File: config.mk
export PLATFORM = sky130hd
export DESIGN_NAME = tdm_demux4_flat
export DESIGN_NICKNAME = d
export VERILOG_FILES = /design/src/rtl/tdm_demux4_if.sv /design/src/rtl/tdm_demux4.sv /design/src/flat_wrapper.sv
export SDC_FILE = /design/constraint.sdc
export NUM_CORES = 1
export LEC_CHECK = 0
export CORE_MARGIN = 2
export CORE_UTILIZATION = 30
export CTS_CLUSTER_SIZE = 10
export DETAILED_ROUTE_END_ITERATION = 12
export SETUP_SLACK_MARGIN = 0.15
export SYNTH_ARGS = -nofsm -noshare
export SYNTH_HDL_FRONTEND = slang
export SYNTH_SLANG_ARGS = --single-unit
File: constraint.sdc
create_clock -name clk -period 1.64 [get_ports clk]
set_input_delay 0.246 -clock clk [delete_from_list [all_inputs] [get_ports clk]]
set_output_delay 0.246 -clock clk [all_outputs]
set_load 0.01 [all_outputs]
File: src/rtl/tdm_demux4_if.sv
// Bus between a TDM sample source and the tdm_demux4 receiver.
// The source drives master; the demux uses slave.
interface tdm_demux4_if #(parameter int WIDTH = 1);
  logic                 din_valid;
  logic                 sof;
  logic [WIDTH-1:0]     din;
  logic [4*WIDTH-1:0]   dout;
  logic                 frame_valid;
  logic [1:0]           sel;
  logic                 locked;
  logic                 sync_err;

  modport master (output din_valid, sof, din,
                  input  dout, frame_valid, sel, locked, sync_err);
  modport slave  (input  din_valid, sof, din,
                  output dout, frame_valid, sel, locked, sync_err);
endinterface

File: src/rtl/tdm_demux4.sv
// 1:4 TDM demux: collects lanes 0..3 into shadow regs, publishes whole frames atomically.
// Optional TDM_DEMUX_STRICT_SOF_EN: a lane-0 beat without sof while locked drops lock.
module tdm_demux4 #(
  parameter int WIDTH = 1
) (
  input  logic          clk,
  input  logic          rst,
  tdm_demux4_if.slave   bus
);
  typedef enum logic {IDLE, RUN} state_e;

  state_e                  state_q, state_d;
  logic [1:0]              sel_q, sel_d;
  logic [2:0][WIDTH-1:0]   shd_q, shd_d;
  logic [3:0][WIDTH-1:0]   dout_q, dout_d;
  logic                    fv_q, fv_d;
  logic                    err_q, err_d;

  always_ff @(posedge clk) begin
    if (rst) begin
      state_q <= IDLE;
      sel_q   <= '0;
      shd_q   <= '0;
      dout_q  <= '0;
      fv_q    <= 1'b0;
      err_q   <= 1'b0;
    end else begin
      state_q <= state_d;
      sel_q   <= sel_d;
      shd_q   <= shd_d;
      dout_q  <= dout_d;
      fv_q    <= fv_d;
      err_q   <= err_d;
    end
  end

  always_comb begin
    state_d = state_q;
    sel_d   = sel_q;
    shd_d   = shd_q;
    dout_d  = dout_q;
    fv_d    = 1'b0;
    err_d   = 1'b0;
    if (bus.din_valid) begin
      case (state_q)
        IDLE: begin
          if (bus.sof) begin
            shd_d[0] = bus.din;
            sel_d    = 2'd1;
            state_d  = RUN;
          end
        end
        RUN: begin
          if (bus.sof && sel_q != 2'd0) begin
            // Early sof: restart the frame with this beat as lane 0.
            err_d    = 1'b1;
            shd_d[0] = bus.din;
            sel_d    = 2'd1;
          end
`ifdef TDM_DEMUX_STRICT_SOF_EN
          else if (!bus.sof && sel_q == 2'd0) begin
            err_d   = 1'b1;
            state_d = IDLE;
          end
`endif
          else begin
            case (sel_q)
              2'd0: shd_d[0] = bus.din;
              2'd1: shd_d[1] = bus.din;
              2'd2: shd_d[2] = bus.din;
              default: begin
                dout_d = {bus.din, shd_q[2], shd_q[1], shd_q[0]};
                fv_d   = 1'b1;
              end
            endcase
            sel_d = sel_q + 2'd1;
          end
        end
        default: state_d = IDLE;
      endcase
    end
  end

  assign bus.dout        = dout_q;
  assign bus.frame_valid = fv_q;
  assign bus.sel         = sel_q;
  assign bus.locked      = (state_q == RUN);
  assign bus.sync_err    = err_q;
endmodule

File: src/flat_wrapper.sv
// flat-port wrapper written by rule: the top's interface ports become plain ports
module tdm_demux4_flat 
#(
  parameter int WIDTH = 1
)
  (clk, rst, bus_din_valid, bus_sof, bus_din, bus_dout, bus_frame_valid, bus_sel, bus_locked, bus_sync_err);
  tdm_demux4_if #(.WIDTH(WIDTH)) bus_i ();
  input  logic clk;
  input  logic rst;
  input wire logic [$bits(bus_i.din_valid)-1:0] bus_din_valid;
  input wire logic [$bits(bus_i.sof)-1:0] bus_sof;
  input wire logic [$bits(bus_i.din)-1:0] bus_din;
  output wire logic [$bits(bus_i.dout)-1:0] bus_dout;
  output wire logic [$bits(bus_i.frame_valid)-1:0] bus_frame_valid;
  output wire logic [$bits(bus_i.sel)-1:0] bus_sel;
  output wire logic [$bits(bus_i.locked)-1:0] bus_locked;
  output wire logic [$bits(bus_i.sync_err)-1:0] bus_sync_err;
  assign bus_i.din_valid = bus_din_valid;
  assign bus_i.sof = bus_sof;
  assign bus_i.din = bus_din;
  assign bus_dout = bus_i.dout;
  assign bus_frame_valid = bus_i.frame_valid;
  assign bus_sel = bus_i.sel;
  assign bus_locked = bus_i.locked;
  assign bus_sync_err = bus_i.sync_err;
  tdm_demux4 #(.WIDTH(WIDTH)) u_core (.clk(clk), .rst(rst), .bus(bus_i));
endmodule
# --- Word-level counts from Yosys, hierarchy flattened ---
# Index checks and enable logic that the tools add are counted.
classes:
  muxes: 11
  n_lt_le_gt_ge: 0
  n_bitwise: 4
  addsub: 1
  shifts: 0
  n_div: 0
  multipliers: 0
  eq_ne: 4
  reduce_logical: 11
op_table:
  columns: ["op", "n"]
  rows:
  - ["AND reduction 4 bit", 3]
  - ["2-to-1 mux 1 bit", 7]
  - ["OR reduction 3 bit", 2]
  - ["2-to-1 mux 2 bit", 2]
  - ["NOT 1 bit", 4]
  - ["case mux 2 bit (2 select lines)", 1]
  - ["OR reduction 4 bit", 1]
  - ["inequality test 3 bit, second input constant", 1]
  - ["AND reduction 3 bit", 1]
  - ["adder 2 x 1 -> 2 bit, second input constant", 1]
  - ["equality test 2 x 1 -> 1 bit, second input constant", 1]
  - ["equality test 2 bit, second input constant", 1]
  - ["zero test 2 bit", 1]
  - ["inequality test 2 bit, second input constant", 1]
  - ["case mux 1 bit (2 select lines)", 1]
  - ["AND reduction 2 bit", 1]
  - ["nonzero test 2 bit", 1]
  - ["logical AND 1 bit", 1]
word_totals:
  regBits: 12
  ram_bits: 0
  rom_bits: 0
  latchBits: 0
  n_memories: 0

# --- Longest topological paths before layout ---
# Gate-level depths: netlist of the first run.
depth:
  depth_word: 4
  depth_mapped: 5

# --- Least setup slack after synthesis of the first run ---
# Ideal clock, no wire load.
synth_path:
  path_type: "register -> register"
  startpoint: "register u_core.sel_q[0], in the netlist u_core.bus.sel[0]"
  endpoint: "register u_core.sel_q[0], in the netlist u_core.bus.sel[0]"
  t_arrival_ns: 1.326
  path_buffers: 0
  setup_time_ns: 0.079
  path_slack_ns: 0.235
  path_stages_with_launch: 6
  path_cell_list: "dfxtp_1 inv_1 ha_1 nand2b_1 and3_4 a211oi_2"
synth_via:
  elab_chain_cells: 4
synth_rtl:
  columns: ["item", "line_no", "rtl"]
  rows:
  - ["start: declaration", "tdm_demux4.sv:13", "logic [1:0] sel_q, sel_d;"]
  - ["start signal: assignment", "tdm_demux4.sv:29", "sel_q <= sel_d;"]
  - ["parallel branches: the longest is 2 deep, another holds adder 2 x 1 -> 2 bit", null, null]
  - ["2-to-1 mux 2 bit *", "tdm_demux4.sv:54", "if (bus.sof && sel_q != 2'd0) begin"]
  - ["case mux 2 bit (2 select lines) *", "tdm_demux4.sv:45", "case (state_q)"]
# Every way passes the cells marked *.
# A chain may end at the register's enable or synchronous reset.

# --- Final worst setup path of the first run ---
layout_path:
  startpoint: "register u_core.sel_q[1], in the netlist u_core.bus.sel[1]"
  endpoint: "output port bus_sel[1]"
layout_lines:
  columns: ["item", "line_no", "rtl"]
  rows:
  - ["end: declaration", "flat_wrapper.sv:15", "output wire logic [$bits(bus_i.sel)-1:0] bus_sel;"]
# No word-level cell between the ends.

==> results of run 1 <==
cell usage in the layout, fill, tap and decap left out:
master           count
nand3_1              2
dlygate4sd2_1        1
nand3_4              1
nand2b_1             9
nor2_1               3
mux2i_1              7
buf_4                3
a21oi_1              2
o21ai_0              1
ha_1                 4
a211oi_2             1
clkdlybuf4s50_1     12
nor2b_1              1
inv_1                2
and3_4               1
dfxtp_1             10
dfxtp_2              2
nor3b_1              1
a32oi_1              1
and2_4               1
clkbuf_4             3
cell families (layout without fill, tap and decap cells):
logic type,after synthesis,count (layout),synth area share [%]
and+or+nand+nor,19,19,23.52
DFF,12,12,43.84
muxes,7,7,12.79
AOI/OAI and AO/OA,5,5,6.620
adders and majority gates,4,4,9.133
buffers and inverters,4,21,4.109
flip-flops by register name (all words and copies together) (netlist names):
register,cells
u_core.bus.sync_err,1
u_core.bus.locked,1
u_core.bus.dout,4
u_core.bus.sel,2
u_core.shd_q,3
u_core.bus.frame_valid,1
layout make-up:
class / instances / area, um^2 / area share, %
clock buffers: 3 / 22.52 / 3.041
flip-flops and latches: 12 / 242.7 / 32.77
repair buffers: 16 / 151.4 / 20.44
well taps: 25 / 31.28 / 4.223
multi-input cells: 35 / 285.3 / 38.51
inverters: 2 / 7.507 / 1.014
per-stage QoR:
| step | area (um^2) | worst slack, ns | util, % | total power (uW) |
|---|---|---|---|---|
| global placement | 716.9 | 0.2403 | 41.52 | 373.4 |
| floorplan | 548.0 | 0.2349 | - | 343.4 |
| global route | 740.7 | 0.1794 | 42.90 | 563.9 |
| detailed placement | 716.9 | 0.2063 | 41.52 | 373.6 |
| finish | 740.7 | 0.2265 | 42.90 | 534.6 |
| CTS | 739.5 | 0.1694 | 42.83 | 548.1 |
tightest hold or removal path, delay by kind of cell (launching register included):
| family | cells | cell delay (ns) |
|---|---|---|
| DFF | 1 | 0.31 |
| muxes | 1 | 0.06 |
| and+or+nand+nor | 1 | 0.06 |
worst max-delay path by stage:
stage | depth (start not counted) | to | startpoint | slack, ns
floorplan | 5 | u_core.bus.sel[0] | u_core.bus.sel[0] | 0.23
global placement | 4 | u_core.bus.sel[0] | bus_sof | 0.24
detailed placement | 4 | u_core.bus.sel[0] | bus_sof | 0.21
CTS | 1 | bus_locked | u_core.bus.locked | 0.17
global route | 1 | bus_sel[1] | u_core.bus.sel[1] | 0.18
finish | 1 | bus_sel[1] | u_core.bus.sel[1] | 0.23
power by group through the flow:
stage,sequential (uW),clock [uW],combinational (uW)
CTS,301,182,64.8
global route,302,191,70.4
finish,301,169,64.3
detailed placement,308,0,65.8
floorplan,311,0,32.5
global placement,308,0,65.7
layer usage:
layer	vias to the layer above	global-route usage, %	routed length, um
met1	180	12.77	433
met2	15	13.89	394
li1	208	-	-
met4	0	5.000	8
met5	-	0	0
met3	2	5.769	63
==> flow_metrics.tcl, run 1 <==
set metrics [dict create \
    cts_root_buf "clkbuf_4" \
    synth_warnings 0 \
    tritoncts.num_buffers 3 \
    slowest_delay_ns 0.54 \
    routed_wirelength_um 899 \
    worst_slew_pin_slew_ns 0.3578 \
    firstDrtPassIters 4 \
    clock-sinks 12 \
    ant_nets 0 \
    clk_path_buf_depth 2 \
    p_sw_uw 117.2 \
    p_clk_share_pct 31.6 \
    slowest_stage "clkdlybuf4s50_1" \
    synth_ff_type "dfxtp_1" \
    grt-ovfl-total 0 \
    dpl.cell_count 90 \
    viasPerCell 4.355 \
    powerDensity_mw_per_mm2 721.7 \
    clk_latency_ns 0.26 \
    fin_crit_ns 1.414 \
    finalSetupViolCount 0 \
    core-area_mm2 0.001727 \
    r2r-start "u_core.bus.sel[1]" \
    p_int_uw 417.4 \
    diodes 0 \
    instances_no_fill 93 \
    min_from "u_core.bus.dout[2]" \
    worst-path-buf-inv 1 \
    critPathTopFamily "buffers and inverters" \
    regToRegEndpoint "u_core.bus.sel[0]" \
    p_seq_share_pct 56.4 \
    synthDistinctLibCells 18 \
    tns_ns 0 \
    port_buffers 13 \
    grt_max_degree 7 \
    criticalPathCategory "flop to output port" \
    synthArstFlopShare_pct 0 \
    hold_depth 2 \
    irDropWorstVdd_v 0.0004552 \
    fmax_mhz 707.4 \
    io_pins 14 \
    syn_nets 60 \
    cp.required_ns 1.39 \
    rsz0062_at_grt "no" \
    yosys_register_bits 12 \
    holdBufCountCts 0 \
    path_clk_slew_ns 0.07 \
    min_period_over_period_pct 86.19 \
    fillers 185 \
    fp.dieW_um 46.74 \
    cp_max_fo 5 \
    fin_skew_ns 0.004598 \
    wl_per_cell_um 9.667 \
    whs_endpoint "u_core.bus.dout[2]" \
    worstPathCellList "clkdlybuf4s50_1" \
    vias 405 \
    netSwitchingFraction_pct 21.92 \
    grt_pass1_wl_mm 1.476 \
    yosysTopAreaCell "dfxtp_1" \
    cts_tree "yes" \
    synth_top_area_share_pct 43.84 \
    synth_common_cells "dfxtp_1, nand2b_1, mux2i_1, ha_1, nor2_1" \
    synthCells 51 \
    p_leak_uw 0.0003122 \
    post-route-drc-count 0 \
    cts_setup_buffers 0 \
    die_h_um 46.74 \
    worst_hold_slack_ns 0.4794 \
    maxSlewViolCount 0 \
    hold_violations 0 \
    num-nets-final 79 \
    grt_pass1_vias 350 \
    rrSetupSlack_ns 0.28 \
    critical_path_arrival_ns 1.17 \
    reg2reg_depth 5 \
    antenna_found_initial 0 \
    worst_setup_path_start_kind "flop" \
    cts_max_level 1 \
    synth_top_cells_by_area "dfxtp_1, mux2i_1, nand2b_1, ha_1, nand3_4" \
    drt_iter0_markers 1 \
    ys_seq_area_share_pct 43.84 \
    synth_area_um2 548.0 \
    yosysMostFrequentCell "dfxtp_1" \
    critPathCaptureType "output port" \
    synth_edf_count 0 \
    track_usage_pct 10.13 \
    status "complete, no violations" \
    rows 15 \
    syn2layout_area_growth_pct 35.16 \
    dp_hpwl_um 694 \
    drv_cap 0 \
    holdCritPathClass "flop to flop" \
    initial_core_util_pct 31.74 \
    max-slew-margin-rel_pct 75.89 \
    final_layout_size_suffix_gt1_share_pct 17.65 \
    syn_area_per_cell_um2 10.75 \
    routabilityCongestion 0.6763 \
    combPwrFrac_pct 12.0 \
    cts-resized-gates 2 \
    dieArea_mm2 0.002185 \
]
Power figures use the tool's default switching activity.
==> inputs of run 2 (changes only) <==
CTS_CLUSTER_SIZE = unset   (was 10)
==> results of run 2 <==
Final layout, timing and power as in run 1 (identical DEF).
